===== config.mk =====
export PLATFORM = sky130hd
export DESIGN_NAME = piso_bit_serializer
export DESIGN_NICKNAME = d
export VERILOG_FILES = /design/src/rtl/piso_bit_serializer.sv
export SDC_FILE = /design/constraint.sdc
export NUM_CORES = 1
export LEC_CHECK = 0
export CAP_MARGIN = 10
export CORE_MARGIN = 5
export CORE_UTILIZATION = 43
export CTS_CLUSTER_SIZE = 20
export DETAILED_ROUTE_END_ITERATION = 12
export PLACE_DENSITY = 0.73
export SYNTH_ARGS = -nofsm -noshare
export SYNTH_HDL_FRONTEND = slang
export SYNTH_SLANG_ARGS = --single-unit

===== constraint.sdc =====
create_clock -name clk -period 1.5 [get_ports clk]
set_clock_uncertainty 0.2 [all_clocks]
set_input_delay 0.225 -clock clk [delete_from_list [all_inputs] [get_ports clk]]
set_output_delay 0.225 -clock clk [all_outputs]
set_load 0.05 [all_outputs]

===== src/rtl/piso_bit_serializer.sv =====
// piso_bit_serializer: valid/ready parallel word in, one bit per clk out on a registered serial line.
module piso_bit_serializer #(
    parameter int WIDTH      = 8,
    parameter bit MSB_FIRST  = 1'b1,
    parameter int GAP        = 0,
    parameter bit IDLE_LEVEL = 1'b0
) (
    input  logic             clk,
    input  logic             rst,
    input  logic [WIDTH-1:0] din,
    input  logic             din_valid,
    output logic             din_ready,
    output logic             signal,
    output logic             signal_valid,
    output logic             busy,
    output logic             done
);
    localparam int CW = $clog2(WIDTH);
    localparam int GW = (GAP > 1) ? $clog2(GAP) : 1;
    typedef logic [CW-1:0] cnt_t;
    typedef logic [GW-1:0] gap_t;
    typedef enum logic [1:0] {ST_IDLE, ST_SHIFT, ST_GAP} state_t;
    state_t           state_q;
    logic [WIDTH-1:0] sh_q;
    cnt_t             bit_cnt_q;
    gap_t             gap_cnt_q;
    logic             signal_q, signal_valid_q, done_q;
    logic             last, hs;
    assign last         = (state_q == ST_SHIFT) && (bit_cnt_q == cnt_t'(WIDTH - 1));
    assign din_ready    = (state_q == ST_IDLE) || ((GAP == 0) && last);
    assign hs           = din_valid && din_ready;
    assign signal       = signal_q;
    assign signal_valid = signal_valid_q;
    assign done         = done_q;
    assign busy         = state_q != ST_IDLE;
    // sh_q holds the bits not yet driven; signal_q already carries the current one
    always_ff @(posedge clk) begin
        if (rst) begin
            state_q        <= ST_IDLE;
            sh_q           <= '0;
            bit_cnt_q      <= '0;
            gap_cnt_q      <= '0;
            signal_q       <= IDLE_LEVEL;
            signal_valid_q <= 1'b0;
            done_q         <= 1'b0;
        end else begin
            done_q <= 1'b0;
            if (hs) begin
                state_q        <= ST_SHIFT;
                sh_q           <= MSB_FIRST ? din << 1 : din >> 1;
                signal_q       <= MSB_FIRST ? din[WIDTH-1] : din[0];
                signal_valid_q <= 1'b1;
                bit_cnt_q      <= '0;
            end else begin
                case (state_q)
                    ST_SHIFT: begin
                        if (last) begin
                            state_q        <= (GAP == 0) ? ST_IDLE : ST_GAP;
                            gap_cnt_q      <= '0;
                            signal_q       <= IDLE_LEVEL;
                            signal_valid_q <= 1'b0;
                        end else begin
                            signal_q  <= MSB_FIRST ? sh_q[WIDTH-1] : sh_q[0];
                            sh_q      <= MSB_FIRST ? sh_q << 1 : sh_q >> 1;
                            bit_cnt_q <= bit_cnt_q + 1'b1;
                            done_q    <= bit_cnt_q == cnt_t'(WIDTH - 2);
                        end
                    end
                    ST_GAP: begin
                        gap_cnt_q <= gap_cnt_q + 1'b1;
                        if (gap_cnt_q == gap_t'(GAP - 1))
                            state_q <= ST_IDLE;
                    end
                    default: state_q <= ST_IDLE;
                endcase
            end
        end
    end
endmodule

### Word level (Yosys, flattened, before mapping)

Index checks and enable logic that the tools add are counted.

| operators by class | value |
|---|---|
| add/subtract/negate cells | 2 |
| reduce and logical (&&, ||, !) cells | 16 |
| bitwise logic cells | 3 |
| equality and inequality tests | 9 |
| mux-type cells | 14 |

Operators by type and width:

| kind | count |
|---|---|
| two-way mux 8 bit | 3 |
| AND reduction 2 bit | 5 |
| nonzero test 2 bit | 4 |
| two-way mux 1 bit | 7 |
| == test 3 bit, second input constant | 2 |
| != test 3 bit, second input constant | 2 |
| two-way mux 2 bit | 2 |
| != test 2 bit, second input constant | 2 |
| case mux 2 bit (2 select lines) | 1 |
| OR reduction 4 bit | 1 |
| adder 3 x 1 -> 3 bit, second input constant | 1 |
| NOT 1 bit | 3 |
| AND reduction 3 bit | 1 |
| == test 2 x 1 -> 1 bit, second input constant | 1 |
| == test 2 bit, second input constant | 1 |
| logical AND 1 bit | 2 |
| zero test 2 bit | 1 |
| != test 2 x 1 -> 1 bit, second input constant | 1 |
| case mux 1 bit (2 select lines) | 1 |
| OR reduction 2 bit | 1 |
| adder 1 bit, second input constant | 1 |
| logical OR 1 bit | 1 |

| storage, ports and cells | value |
|---|---|
| register bits | 16 |
| input port bits | 11 |
| word-level logic and storage cells | 52 |
| output and inout port bits | 5 |

### Longest topological paths before layout

| depth | value |
|---|---|
| word-level depth | 6 |
| mapped depth | 8 |
| mapped depth without buffers | 6 |

### Least setup slack after synthesis

OpenSTA, ideal clock, no wires.

| timing path | value |
|---|---|
| path type | register to register |
| start | register state_q[0] |
| end | register bit_cnt_q[1] |
| setup time | 123 ps |
| data required time | 1177 ps |
| path buffers | 2 |
| period minus slack after synthesis | 1685 ps |
| setup slack | -185 ps |
| cell stages (with the launch flop) | 7 |
| arrival | 1362 ps |
| cells stage by stage | dfxtp_1 > nor2b_4 > buf_6 > inv_6 > buf_8 > nand3b_2 > a21oi_2 |

| between the ends | value |
|---|---|
| longest elaborated chain between the ends | 5 |
| elaborated cells on any way between the ends | 8 |
| classes of those cells | eq/ne: 1; bitwise: 1; reduce/logical: 6 |

RTL lines:

| item | line | text |
|---|---|---|
| from (decl) | 23 | `state_t state_q;` |
| from (signal assigned) | 58 | `state_q <= (GAP == 0) ? ST_IDLE : ST_GAP;` |
| == test 2 x 1 -> 1 bit | 29 | `assign last = (state_q == ST_SHIFT) && (bit_cnt_q == cnt_t'(WIDTH - 1));` |
| logical AND 1 bit | 29 |  |
| logical OR 1 bit (*) | 30 | `assign din_ready = (state_q == ST_IDLE) \|\| ((GAP == 0) && last);` |
| via din_ready | 12 | `output logic din_ready,` |
| logical AND 1 bit (*) | 31 | `assign hs = din_valid && din_ready;` |
| OR reduction 2 bit (no line) (*) | -- |  |
| to (signal assigned) | 65 | `bit_cnt_q <= bit_cnt_q + 1'b1;` |
| to (decl) | 25 | `cnt_t bit_cnt_q;` |

Mark *: on every way through the listed nets, which the timed path passes. The rest lies on a longest branch.
A chain may end at the register's enable or synchronous reset.

### Worst setup path in the final report

| timing path | value |
|---|---|
| start | register bit_cnt_q[1] |
| end | output port din_ready |

| between the ends | value |
|---|---|
| longest elaborated chain between the ends | 3 |

RTL lines:

| item | line |
|---|---|
| == test 3 bit | 29 |
| logical AND 1 bit | 29 |
| logical OR 1 bit | 30 |
| to (decl) | 12 |

No other way between the ends.

==> results.yml <==
routing:
  wirelength_um: 1730
  wl_per_cell_um: 15.7
  vias: 579
  antenna_left: 0
  drc: 0
  drtIter0Drc: 17
  first_pass_iters: 4
  detail_route.vias_per_cell: 5.26
cts:
  clockBufferDepth: 2
  clkSlewWorstSetupHoldPaths_ns: 0.09
  root_buffer: "clkbuf_4"
  hold_buffers: 0
  htree_levels: 1
  cts.sinks: 14
  cts_tree: "built"
  cts_made_buffers: 3
  clock_latency_ns: 0.29
sta:
  drv_slew: 0
  finalHoldWorstSlack_ns: 0.321
  finalSetupTns_ns: -1.72
  setup-violations-final: 12
  slew_headroom: 0.741
  tightestPinTransition_ns: 0.378
  fmax_mhz: 570
  fin_crit_sh: 1.17
  timing.final.ws_setup_ns: -0.254
  rsz0062_at_grt: "true"
  fin_crit_ns: 1.75
  hold_viol_final: 0
yosys:
  synth-edff-count: 0
  syn_avg_cell_area_um2: 10.8
  synth_top_cell_area_share: 0.394
  synth.distinct_cells: 22
  synthCells: 66
  synth_common_cells: "dfxtp_1, nor2_1, mux2i_1, a211oi_2"
  synth_most_common_cell: "dfxtp_1"
  synth_area_leader_cell: "dfxtp_1"
  yosysWarnings: 0
  synth_ff_type: "dfxtp_1"
  ys_seq_elements: 14
  syn_area_um2: 712
  async_reset_ff_frac: 0
  synth_area_leaders: "dfxtp_1, mux2i_1, a211oi_2"
  synth.yosys.seq_area_share: 0.394
  synthesis.nets: 80
worst_setup_path:
  r2r_setup_slack_ns: -0.22
  crit_path_end_kind: "output pin"
  worstPathRequired_ns: 1.07
  critPathMaxStageDelay_ns: 0.35
  cpMostUsedCell: "ha_4"
  cp_cell_sequence: "ha_4, ha_4, nor2b_4, inv_6, buf_8"
  worstPathBufferInverterCount: 2
  cp.arrival_ns: 1.33
  crit_slowest_cell: "dfxtp_2"
  critPathTopFamily: "flip-flops"
  crit_fanout: 2
  startpoint_type: "flip-flop"
  crit_type: "flip-flop to output pin"
placement:
  dp_cells: 104
  routabilityCongestion: 0.695
  dp.final_hpwl_um: 1020
  port_buffers: 15
  place_ws_ns: -0.0820
final_layout:
  layout.nets: 109
  area_delta_synth_final_pct: 64.1
  final_util: 0.758
  finalNonFillerCells: 110
  antenna_cells: 0
  layout-drive-gt1-share: 0.521
power:
  p_per_area_nw_per_um2: 827
  p_leak_nw: 0.479
  vdd_ir_drop_max_v: 0.000507
run:
  cap_violations: 0
global_routing:
  grt_overflow: 0
  grt_max_degree: 17
  grt_usage: 0.144
  antenna_found_initial: 0
  grt_pass1_wl_um: 2770
  grt_pass1_vias: 635
status:
  violations: "setup timing"
  status: "complete, but fails checks"
die:
  fp-row-count: 14
  dieArea_um2: 2570
  core-area_um2: 1540
  initial_core_util: 0.462
  die_y_um: 50.7
  die_x_um: 50.7
  io_pins: 16
worst_hold_path:
  min_path_type: "flip-flop to flip-flop"
## layer usage
metal / GRT usage / part of all wire / vias up
met5: 0 / 0 / -
met2: 0.264 / 0.54 / 20
met1: 0.150 / 0.39 / 272
met3: 0.0355 / 0.049 / 3
li1: - / - / 284
met4: 0.0638 / 0.014 / 0
## power by group
group          switching [mW]  total, mW  internal (mW)
combinational           0.119      0.259          0.139
sequential             0.0262      0.423          0.397
clock                   0.136      0.284          0.148
total                   0.282      0.966          0.685
## path summary, 6_finish.rpt
kind,start,endpoint,cells past startpoint
hold / removal,state_q[0]$_SDFFE_PP0P_,signal_valid$_SDFFE_PP0P_,1
hold reg to reg,state_q[0]$_SDFFE_PP0P_,signal_valid$_SDFFE_PP0P_,1
setup reg to reg,bit_cnt_q[1]$_SDFFE_PP0P_,bit_cnt_q[0]$_SDFFE_PP0P_,7
setup / recovery,bit_cnt_q[1]$_SDFFE_PP0P_,din_ready,5
## kinds of logic after synthesis
family	Yosys count	share of synthesized area
flops	14	0.394
mux	8	0.112
buf+inv	8	0.0931
compound gates	13	0.186
fa+ha+maj	3	0.0527
simple gates	20	0.162
## area by class of cell
| type | count | area [µm²] |
|---|---|---|
| timing repair buffer | 29 | 349 |
| multi-input combinational | 44 | 463 |
| sequential | 14 | 284 |
| clock buffer | 4 | 36.3 |
| inverter | 3 | 16.3 |
| tap | 16 | 20.0 |
| fill | 109 | 373 |
## metrics by stage
step	cell area (µm²)	power, mW
2_1_floorplan	744	0.547
3_3_place_gp	1020	0.637
3_5_place_dp	1020	0.642
4_1_cts	1160	0.962
5_1_grt	1170	1.01
6_report	1170	0.966
## placed cells by master (no fill, tap or decap), drive strengths merged, types with 4 or more instances in the layout
master	synthesis	layout
mux2i	8	8
dfxtp	14	14
buf	5	19
nor2	9	9
a211oi	8	8
clkdlybuf4s50	0	10
clkbuf	0	4
## state kept, by name, summed over array words and instances, names as in the netlist
signal	count
sh_q	7
bit_cnt_q	3
signal	1
signal_valid	1
state_q	1
done	1
## timing repair
action                                 4_1_cts  5_1_grt
pin swaps                                    2        2
buffers inserted                             3        0
endpoints found under the hold margin        0        0
setup endpoints to repair                   12       13
resized for setup                           20        3
Note: power is estimated with default switching activity, not from simulation.
